===== src/rtl/bram_arb_pkg.sv =====
// Shared types for the BRAM port arbiter: requester ownership and read-tracking tags.
package bram_arb_pkg;

  typedef enum logic {OWNER_A = 1'b0, OWNER_B = 1'b1} owner_t;

  typedef struct packed {
    logic   valid;
    owner_t owner;
  } read_tag_t;

  localparam int unsigned MAX_READ_LATENCY = 4;

endpackage


===== src/rtl/bram_arb_tag_pipe.sv =====
// Fixed-depth shift pipe carrying read tags alongside the RAM read latency.
module bram_arb_tag_pipe
  import bram_arb_pkg::*;
#(
  parameter int unsigned DEPTH = 1
) (
  input  logic      clock,
  input  logic      reset,
  input  read_tag_t tag_in,
  output read_tag_t tag_out
);

  read_tag_t [DEPTH-1:0] stage;

  always_ff @(posedge clock or posedge reset) begin
    if (reset) begin
      stage <= '0;
    end else begin
      stage[0] <= tag_in;
      for (int unsigned i = 1; i < DEPTH; i++) begin
        stage[i] <= stage[i-1];
      end
    end
  end

  assign tag_out = stage[DEPTH-1];

endmodule


===== src/rtl/bram_port_arbiter.sv =====
// Two Avalon-MM requesters sharing one BRAM port; per-cycle grant, tagged read return.
// BRAM_ARB_ROUND_ROBIN_EN selects round-robin contention; otherwise A has fixed priority.
module bram_port_arbiter
  import bram_arb_pkg::*;
#(
  parameter int unsigned ADDRESS_WIDTH  = 12,
  parameter int unsigned BYTE_WIDTH     = 8,
  parameter int unsigned BYTES_PER_WORD = 4,
  parameter int unsigned READ_LATENCY   = 1
) (
  input  logic                                 clock,
  input  logic                                 reset,
  input  logic [ADDRESS_WIDTH-1:0]             avs_a_address,
  input  logic [BYTES_PER_WORD-1:0]            avs_a_byteenable,
  input  logic                                 avs_a_read,
  input  logic                                 avs_a_write,
  input  logic [BYTES_PER_WORD*BYTE_WIDTH-1:0] avs_a_writedata,
  output logic                                 avs_a_waitrequest,
  output logic [BYTES_PER_WORD*BYTE_WIDTH-1:0] avs_a_readdata,
  output logic                                 avs_a_readdatavalid,
  input  logic [ADDRESS_WIDTH-1:0]             avs_b_address,
  input  logic [BYTES_PER_WORD-1:0]            avs_b_byteenable,
  input  logic                                 avs_b_read,
  input  logic                                 avs_b_write,
  input  logic [BYTES_PER_WORD*BYTE_WIDTH-1:0] avs_b_writedata,
  output logic                                 avs_b_waitrequest,
  output logic [BYTES_PER_WORD*BYTE_WIDTH-1:0] avs_b_readdata,
  output logic                                 avs_b_readdatavalid,
  output logic [ADDRESS_WIDTH-1:0]             avm_address,
  output logic [BYTES_PER_WORD-1:0]            avm_byteenable,
  output logic                                 avm_read,
  output logic                                 avm_write,
  output logic [BYTES_PER_WORD*BYTE_WIDTH-1:0] avm_writedata,
  input  logic [BYTES_PER_WORD*BYTE_WIDTH-1:0] avm_readdata
);

`ifdef BRAM_ARB_ROUND_ROBIN_EN
  localparam bit ROUND_ROBIN = 1'b1;
`else
  localparam bit ROUND_ROBIN = 1'b0;
`endif

  logic      a_active;
  logic      b_active;
  logic      prefer_a;
  logic      grant_a;
  logic      grant_b;
  owner_t    last_grant;
  read_tag_t tag_in;
  read_tag_t tag_out;

  // Reset blocks all grants so both requesters stall and the RAM sees no access.
  always_comb begin
    a_active = avs_a_read | avs_a_write;
    b_active = avs_b_read | avs_b_write;
    prefer_a = !ROUND_ROBIN || (last_grant == OWNER_B);
    grant_a  = !reset && a_active && (!b_active || prefer_a);
    grant_b  = !reset && b_active && !grant_a;
  end

  always_comb begin
    avm_address    = grant_b ? avs_b_address    : avs_a_address;
    avm_byteenable = grant_b ? avs_b_byteenable : avs_a_byteenable;
    avm_writedata  = grant_b ? avs_b_writedata  : avs_a_writedata;
    avm_read       = (grant_a & avs_a_read)  | (grant_b & avs_b_read);
    avm_write      = (grant_a & avs_a_write) | (grant_b & avs_b_write);
  end

  assign avs_a_waitrequest = reset | (a_active & !grant_a);
  assign avs_b_waitrequest = reset | (b_active & !grant_b);

  always_ff @(posedge clock or posedge reset) begin
    if (reset) begin
      last_grant <= OWNER_B;
    end else if (grant_a) begin
      last_grant <= OWNER_A;
    end else if (grant_b) begin
      last_grant <= OWNER_B;
    end
  end

  always_comb begin
    tag_in       = '0;
    tag_in.valid = avm_read;
    tag_in.owner = grant_b ? OWNER_B : OWNER_A;
  end

  bram_arb_tag_pipe #(
    .DEPTH(READ_LATENCY)
  ) u_tag_pipe (
    .clock  (clock),
    .reset  (reset),
    .tag_in (tag_in),
    .tag_out(tag_out)
  );

  assign avs_a_readdatavalid = tag_out.valid && (tag_out.owner == OWNER_A);
  assign avs_b_readdatavalid = tag_out.valid && (tag_out.owner == OWNER_B);
  assign avs_a_readdata      = avm_readdata;
  assign avs_b_readdata      = avm_readdata;

endmodule


===== config.mk =====
export PLATFORM = sky130hd
export DESIGN_NAME = bram_port_arbiter
export DESIGN_NICKNAME = d
export VERILOG_FILES = /design/src/rtl/bram_arb_pkg.sv /design/src/rtl/bram_arb_tag_pipe.sv /design/src/rtl/bram_port_arbiter.sv
export SDC_FILE = /design/constraint.sdc
export NUM_CORES = 1
export LEC_CHECK = 0
export ABC_AREA = 1
export CAP_MARGIN = 20
export CORE_AREA = 2 2 97 99
export DETAILED_ROUTE_END_ITERATION = 16
export DIE_AREA = 0 0 99 101
export PLACE_DENSITY_LB_ADDON = 0.1
export SYNTH_ARGS = -nofsm -noshare
export SYNTH_HDL_FRONTEND = slang
export SYNTH_SLANG_ARGS = --single-unit
export TNS_END_PERCENT = 20

===== constraint.sdc =====
create_clock -name clock -period 2 [get_ports clock]
set_input_delay 0.4 -clock clock [delete_from_list [all_inputs] [get_ports clock]]
set_output_delay 0.4 -clock clock [all_outputs]
set_load 0.01 [all_outputs]

==> results.toml, run 1 <==
[timing]
final.min_clock_period_ns = 1.88
worst_pin_slew_ns = 0.204
finalSetupTns_ns = 0
hold_slack_ns = 0.429
worst_slack_ns = 0.116
slew_headroom_pct = 86.4
setup_viol_count_final = 0
rsz0062_at_grt = "false"
finalHoldViolations = 0
fmax_ghz = 0.531
fin_crit_sh_pct = 94.2
drv_slew = 0

[placed_design]
dp_hpwl_um = 4790
placedCellCount = 447
portBuffers = 155
place_area_um2 = 2640
dpl_worst_slack_ns = -0.467
place.gp.congestion = 0.683

[flow_run]
maxCapViolations = 0

[power_and_ir_drop]
power_density_nw_per_um2 = 277
ir_worst_vdd_uv = 98.6
p_leak_nw = 1.34
p_total_mw = 0.738
intPower_mw = 0.490
p_seq_share_pct = 5.9
sw_frac_of_total_pct = 33.6
clkPwrFrac_pct = 21.3
power_switching_mw = 0.248
combinationalPowerShare_pct = 72.8

[logic_synthesis]
ys_types = 14
syn_area_um2 = 1400
avgSynthCellArea_um2 = 5.60
netlist_instances = 250
ys_seq_elements = 2
syn_nets = 384
yosysWarnings = 0
synth-seq-area-share_pct = 3.58

[setup_path]
path_buf_inv = 6
start_kind = "input port"
cp_data_arrival_time_ns = 1.48
crit_path_max_incr_delay_ns = 0.21
cp_slowest_cell = "clkdlybuf4s15_2"
cp.required_ns = 1.60
path_delay_family = "buffers and inverters"
cp_common_cell = "buf_12"
path_cells = "clkdlybuf4s15_2 > nor2_4 > buf_12 > buf_12 > buf_8 > buf_4 > nand4_1 > nand2_1 > buf_2"
setup.worst_path.end_class = "output pin"
crit_fanout = 14
critical_path_class = "input port to output pin"

[outcome]
status = "complete, no violations"

[clock_tree]
clk_pin_slew_worst_paths_ns = 0.03
cts_sinks = 2
tritoncts = "built"
htreeDepth = 1
ctsHoldBuffers = 0
numCtsBuffers = 3
clockRootBuffer = "clkbuf_8"
cts_buffer_depth = 2

[final_layout]
final_util_pct = 29.6
largest_reg_flops = 2
stdcell_count = 465
nNetsFinal = 490
area_growth_pct = 90.2
final_cell_area_um2 = 2660
drive_above_1_share_pct = 26.0
antenna_cells = 0

[floorplan]
core_um2 = 8980
dieArea_um2 = 10000
die_h_um = 101
rows = 35
dieWidth_um = 99
start_util_pct = 15.6
io_pins = 252

[drt]
avgRoutedWirePerCell_um = 13.5
drc = 0
vias_per_cell = 4.06
routed_wl_um = 6290
vias = 1889
first_pass_iters = 4
drtIter0Drc = 28
drtAntennaViolNets = 0

[global_routing]
grt_overflow = 0
grt_usage_pct = 12.0
antenna_found_initial = 0
grt_max_degree = 19
grt_pass1_vias = 1917
grt_pass1_wl_um = 9870

[hold_path]
min_path_type = "input port to asynchronous set/reset pin"
[layout by cell type, fill, tap and decap left out]
cell             netlist  routed
nand2_1              101     100
clkbuf_8               0       3
nand2_2                1       1
nand4_1               48      48
nand2_4                0       1
buf_12                 0       6
a21oi_1                2       2
buf_16                 0       1
buf_8                  0       3
dfrtp_1                2       2
dlygate4sd2_1          0       4
nor2_1                 1       1
clkdlybuf4s50_1        0     100
nand3_4                0       1
inv_2                  1       3
nor2_4                 1       1
buf_4                 66      15
clkbuf_2               0      10
inv_1                  7       5
buf_6                  3       5
buf_2                 11      41
clkdlybuf4s15_2        0       1
[cell usage after synthesis]
library cell	number	area, um2
nand2_1	101	379
buf_4	66	495
nand4_1	48	300
buf_2	11	55.1
inv_1	7	26.3
clkbuf_1	5	18.8
buf_6	3	33.8
a21oi_1	2	10.0
dfrtp_1	2	50.1
inv_2	1	3.75
nand2_2	1	6.26
nand3_1	1	5.00
nor2_1	1	3.75
nor2_4	1	11.3
[path summary, 6_finish.rpt]
check	startpoint	to	slack (ns)	cells past startpoint
max	avs_a_read	avm_address[7]	0.12	9
min	reset	u_tag_pipe.tag_out[0]	0.43	3
max in group asynchronous	reset	u_tag_pipe.tag_out[1]	1.40	3
min in group clock	avs_a_write	u_tag_pipe.tag_out[1]	0.65	5
[tightest hold or removal path: cells and delay by family]
family	cells	cell delay [ns]
buffers and inverters	3	0.59
[layer usage]
| layer | GRT usage [%] | vias to the layer above | share of wire [%] |
|---|---|---|---|
| li1 | - | 969 | - |
| met3 | 2.50 | 20 | 8.5 |
| met2 | 22.5 | 90 | 51 |
| met5 | 0 | - | 0 |
| met4 | 3.58 | 0 | 1.9 |
| met1 | 13.5 | 810 | 38 |
[cells by family (layout without fill, tap and decap cells)]
family	after synthesis	count (layout)	synth area share [%]
AND/OR/NAND/NOR	153	153	50.4
buffers and inverters	93	197	45.3
AO/OA/AOI/OAI	2	2	0.716
flip-flops	2	2	3.58
[power by group through the flow]
| stage | clock network (mW) | logic [mW] | registers [mW] |
|---|---|---|---|
| final | 0.157 | 0.537 | 0.0437 |
| after global routing | 0.167 | 0.588 | 0.0437 |
| after CTS | 0.164 | 0.572 | 0.0437 |
| after detailed placement | 0 | 0.572 | 0.0441 |
| after global placement | 0 | 0.575 | 0.0441 |
| after floorplan | 0 | 0.308 | 0.0440 |
[final cells by class]
cell class / count / area (um2)
tap: 111 / 139
fill: 1030 / 6320
sequential: 2 / 50.0
timing repair buffer: 186 / 1660
clock buffer: 3 / 41.3
multi-input combinational: 155 / 736
inverter: 8 / 30.0
[what timing repair did]
item,4_1_cts,5_1_grt
gates cloned,2,0
setup buffers,13,0
gates resized for setup,186,28
pin swaps,3,1
endpoints found under the setup margin,51,28
Note: power is estimated with default switching activity, not from simulation.
==> run 2: changes to the inputs <==
--- a/config.mk
+++ b/config.mk
@@ -7,10 +7,11 @@
 export LEC_CHECK = 0
 export ABC_AREA = 1
 export CAP_MARGIN = 20
-export CORE_AREA = 2 2 97 99
+export CORE_AREA = 5 5 94 96
 export DETAILED_ROUTE_END_ITERATION = 16
 export DIE_AREA = 0 0 99 101
 export PLACE_DENSITY_LB_ADDON = 0.1
+export SETUP_SLACK_MARGIN = 0.2
 export SYNTH_ARGS = -nofsm -noshare
 export SYNTH_HDL_FRONTEND = slang
 export SYNTH_SLANG_ARGS = --single-unit
==> run 2 against run 1 <==
  * Critical path depth shrank 1
  * Cell count shrank 0.65%
  * Die area stayed put
  * Routed wire length rose by 8.1%
  * Non-clock buffer count is 3 higher
  * First-iteration DRC count increased by 25%
  * Flip-flop and latch count did not move
  * Total power grew 3.0%
  * Cell area is 2.7% higher
  * Maximum frequency is 4.4% higher
  * Via count rose by 1.2%
  * Utilization rose by 4.7 points
  * Critical endpoint is now avm_address[6]
==> results.toml, run 2 (synthesized netlist as in run 1, its figures left out) <==
[timing]
worst_pin_slew_ns = 0.212
slew_headroom_pct = 85.9
final.min_clock_period_ns = 1.81
setup_viol_count_final = 0
fmax_ghz = 0.554
fin_crit_sh_pct = 90.3
finalSetupTns_ns = 0
hold_slack_ns = 0.441
finalHoldViolations = 0
drv_slew = 0
rsz0062_at_grt = "true"

[floorplan]
start_util_pct = 17.6
die_h_um = 101
rows = 33
io_pins = 252
dieArea_um2 = 10000
dieWidth_um = 99
core_um2 = 7970

[drt]
first_pass_iters = 4
wl_met1_um = 2490
top_layer = "met4"
routed_wl_um = 6800
avgRoutedWirePerCell_um = 14.7
vias = 1911
drc = 0
drtIter0Drc = 35
wl_met2_um = 3470
wl_met3_um = 542
vias_per_cell = 4.14
drtAntennaViolNets = 0

[placed_design]
place.gp.congestion = 0.712
portBuffers = 155
dp_hpwl_um = 5240
place_area_um2 = 2650

[setup_path]
cp.required_ns = 1.60
setup.worst_path.end_class = "output pin"
cp_data_arrival_time_ns = 1.41
crit_fanout = 14
start_kind = "input port"
critical_path_class = "input port to output pin"

[clock_tree]
cts_buffer_depth = 2
clk_pin_slew_worst_paths_ns = 0.03
tritoncts = "built"
numCtsBuffers = 3
clockRootBuffer = "clkbuf_8"
htreeDepth = 1
cts_sinks = 2

[final_layout]
layout_common_cells = "nand2_1, clkdlybuf4s50_1, nand4_1, buf_2, buf_4"
fillers = 870
drive_above_1_share_pct = 26.9
largest_reg_flops = 2
layout_commonest_cell = "nand2_1"
antenna_cells = 0
nNetsFinal = 493
final_cell_area_um2 = 2730
multi_input_area_um2 = 733
regArea_um2 = 50.0
area_growth_pct = 95.3
final_util_pct = 34.3

[flow_run]
maxCapViolations = 0

[global_routing]
antenna_found_initial = 0
grt_usage_pct = 12.8
grt_pass1_wl_um = 10600
grt_max_degree = 21
grt_overflow = 0
grt_pass1_vias = 2053

[power_and_ir_drop]
p_total_mw = 0.760
ir_worst_vdd_uv = 108
power_density_nw_per_um2 = 278
p_leak_nw = 1.39

[hold_path]
min_path_type = "input port to asynchronous set/reset pin"

[outcome]
status = "complete, no violations"
## run 2: per-stage QoR
stage,worst slack [ns],cells
after floorplan,0.614,250
after global placement,-0.471,442
after detailed placement,-0.507,442
after CTS,0.207,462
after global routing,0.158,462
final,0.194,462
## run 2: worst max-delay path, stage by stage
cell             delay (ns)
buf_4                  0.12
nor2_4                 0.09
buf_4                  0.12
buf_4                  0.11
buf_12                 0.13
nand4_1                0.10
nand2_1                0.08
clkdlybuf4s15_1        0.23
## run 2: worst max path at each step
stage,startpoint,to,slack (ns),cells past startpoint
floorplan,avs_b_write,avm_writedata[12],0.61,6
global placement,avs_b_read,avm_writedata[6],-0.47,7
detailed placement,avs_b_write,avm_writedata[6],-0.51,7
CTS,avs_a_write,avm_address[6],0.21,8
global route,avs_a_write,avm_address[6],0.16,8
finish,avs_a_write,avm_address[6],0.19,8
## run 2: cell type report
| class | instances | share of cell area (%) |
|---|---|---|
| inverters | 8 | 1.10 |
| clock buffers | 3 | 1.51 |
| repair buffers | 189 | 63.9 |
| flip-flops and latches | 2 | 1.83 |
| well taps | 105 | 4.81 |
| multi-input cells | 155 | 26.8 |
## run 2: timing repair
| item | in CTS | in global routing |
|---|---|---|
| hold buffers | 0 | 0 |
| hold endpoints to repair | 0 | 0 |
| buffers inserted | 13 | 0 |
| endpoints found under the setup margin | 52 | 21 |
| pin swaps | 4 | 3 |
| cloned | 4 | 0 |
| resized for setup | 239 | 1 |
## run 2: where the power goes
part,internal (mW),leakage [nW],switching [mW]
logic,0.339,1.35,0.219
registers,0.0428,0.0262,0.000938
clock network,0.127,0.0216,0.0304
## run 2: layer usage
layer / vias to the layer above / GRT usage (%)
met2: 89 / 23.6
met5: - / 0
met4: 0 / 5.78
li1: 978 / -
met3: 42 / 3.11
met1: 802 / 13.9
==> run 3: changes to the inputs <==
--- a/config.mk
+++ b/config.mk
@@ -7,12 +7,13 @@
 export LEC_CHECK = 0
 export ABC_AREA = 1
 export CAP_MARGIN = 20
-export CORE_AREA = 5 5 94 96
+export CORE_AREA = 5 5 95 97
 export DETAILED_ROUTE_END_ITERATION = 16
-export DIE_AREA = 0 0 99 101
+export DIE_AREA = 0 0 100 102
 export PLACE_DENSITY_LB_ADDON = 0.1
 export SETUP_SLACK_MARGIN = 0.2
 export SYNTH_ARGS = -nofsm -noshare
 export SYNTH_HDL_FRONTEND = slang
+export SYNTH_HIERARCHICAL = 1
 export SYNTH_SLANG_ARGS = --single-unit
 export TNS_END_PERCENT = 20
==> run 3 against run 2 <==
  * Sequential share of layout area about the same
  * Die area increased by 2.0%
  * Sequential power about the same
  * Utilization decreased by 0.41 points
  * Maximum frequency decreased by 8.1%
  * Routed wire length decreased by 3.8%
  * Flip-flop and latch count unchanged
==> results.toml, run 3 <==
[drt]
vias = 1901
drtIter0Drc = 57
drtAntennaViolNets = 0
first_pass_iters = 4
avgRoutedWirePerCell_um = 14.3
drc = 0
vias_per_cell = 4.16
routed_wl_um = 6550

[setup_path]
cp_data_arrival_time_ns = 1.56
crit_fanout = 3
start_kind = "input port"
cp.required_ns = 1.60
critical_path_class = "input port to output pin"
setup.worst_path.end_class = "output pin"

[logic_synthesis]
yosysWarnings = 6
syn_area_um2 = 1420
synth-edff-count = 0
avgSynthCellArea_um2 = 5.67
ys_types = 14
yosysTopAreaCell = "buf_4"
async_flop_share_pct = 100
syn_nets = 385
synth_area_leaders = "buf_4, nand2_1, nand4_1, buf_2, dfrtp_1"
post-synth-top-count-cell = "nand2_1"
netlist_instances = 251
ys_seq_elements = 2
synth_common_cells = "nand2_1, buf_4, nand4_1"
yosys.area.top_type_share_pct = 34.8
yosys_most_used_dff = "dfrtp_1"
synth-seq-area-share_pct = 3.52

[global_routing]
grt_max_degree = 32
antenna_found_initial = 0
grt_pass1_vias = 1936
grt_pass1_wl_um = 9670
grt_overflow = 0
grt_usage_pct = 11.8

[timing]
rsz0062_at_grt = "true"
slew_headroom_pct = 85.5
worst_pin_slew_ns = 0.217
finalHoldViolations = 0
setup_viol_count_final = 0
drv_slew = 0
fmax_ghz = 0.509
finalSetupTns_ns = 0
hold_slack_ns = 0.210
final.min_clock_period_ns = 1.96
fin_crit_sh_pct = 98.2

[clock_tree]
cts_sinks = 2
htreeDepth = 1
ctsHoldBuffers = 0
clk_pin_slew_worst_paths_ns = 0.03
clockRootBuffer = "clkbuf_8"
cts_buffer_depth = 2
numCtsBuffers = 3
tritoncts = "built"

[final_layout]
largest_reg_flops = 2
regArea_um2 = 50.0
multi_input_area_um2 = 763
fillers = 898
antenna_cells = 0
drive_above_1_share_pct = 29.0
area_growth_pct = 91.7
layout_commonest_cell = "clkdlybuf4s50_1"
nNetsFinal = 488
layout_common_cells = "clkdlybuf4s50_1, nand2_1, buf_2"

[hold_path]
min_path_type = "input port to asynchronous set/reset pin"

[placed_design]
portBuffers = 155
dp_hpwl_um = 4880
place.gp.congestion = 0.783

[floorplan]
die_h_um = 102
dieArea_um2 = 10200
core_um2 = 8050
io_pins = 252
rows = 33
start_util_pct = 17.7
dieWidth_um = 100

[power_and_ir_drop]
ir_worst_vdd_uv = 177
power_density_nw_per_um2 = 277
p_leak_nw = 1.36

[outcome]
status = "complete, no violations"

[flow_run]
maxCapViolations = 0
[run 3: changes by cell type after synthesis, sizes merged]
cell	change
buf	+3
clkbuf	-3
inv	+1
[run 3: cell type report]
type	count	share of cell area [%]
Inverter	9	1.33
Sequential cell	2	1.83
Timing Repair Buffer	183	62.5
Multi-Input combinational cell	155	28.0
Tap cell	105	4.82
Clock buffer	3	1.51
[run 3: worst max-delay path, stage by stage]
cell     delay, ns
buf_8         0.10
nor2_4        0.11
buf_6         0.11
nand3_4       0.07
buf_12        0.14
buf_16        0.12
buf_8         0.11
buf_6         0.10
buf_6         0.10
nand2_2       0.04
nand2_1       0.04
buf_2         0.13
[run 3: power by group]
| part | switching, mW | leakage (nW) | internal [mW] | total (mW) |
|---|---|---|---|---|
| logic | 0.224 | 1.31 | 0.333 | 0.557 |
| clock network | 0.0269 | 0.0216 | 0.127 | 0.154 |
| registers | 0.000892 | 0.0262 | 0.0428 | 0.0437 |
| total | 0.252 | 1.36 | 0.503 | 0.754 |
[run 3: cells by family (layout without fill, tap and decap cells)]
| family | count (synthesis) | in the layout | share of synthesized area, % |
|---|---|---|---|
| simple gates | 153 | 153 | 50.3 |
| buf+inv | 94 | 195 | 45.5 |
| compound gates | 2 | 2 | 0.704 |
| flops | 2 | 2 | 3.52 |
[run 3: per-layer routing]
| layer | vias to the layer above | GRT usage [%] | share of wire (%) |
|---|---|---|---|
| met2 | 105 | 22.8 | 51 |
| met4 | 0 | 4.56 | 2.9 |
| met3 | 20 | 3.34 | 10 |
| met5 | - | 0 | 0 |
| li1 | 965 | - | - |
| met1 | 811 | 11.9 | 35 |
[run 3: what timing repair did]
action | CTS | global route
gates resized for setup | 214 | 35
buffers inserted | 11 | 4
pin swaps | 3 | 2
setup endpoints to repair | 52 | 27
cloned | 2 | 0
[run 3: worst max-delay path by stage]
stage	end	slack, ns	startpoint	cells past startpoint
floorplan	avm_writedata[12]	0.62	avs_a_write	5
global placement	avm_writedata[4]	-0.44	avs_a_write	6
detailed placement	avm_writedata[4]	-0.45	avs_a_write	6
CTS	avm_writedata[17]	-0.009	avs_a_read	12
global route	avm_writedata[17]	-0.009	avs_a_write	12
finish	avm_writedata[17]	0.04	avs_a_write	12
[run 3: metrics by stage]
stage / worst slack, ns / instance area (um2) / power [mW] / cells / utilization [%]
after floorplan: 0.623 / 1420 / 0.357 / 251 / -
after global placement: -0.442 / 2650 / 0.627 / 437 / 32.9
after detailed placement: -0.453 / 2650 / 0.624 / 437 / 32.9
after CTS: -0.00856 / 2750 / 0.766 / 453 / 34.1
after global routing: -0.00876 / 2730 / 0.810 / 457 / 33.9
final: 0.0354 / 2730 / 0.754 / 457 / 33.9
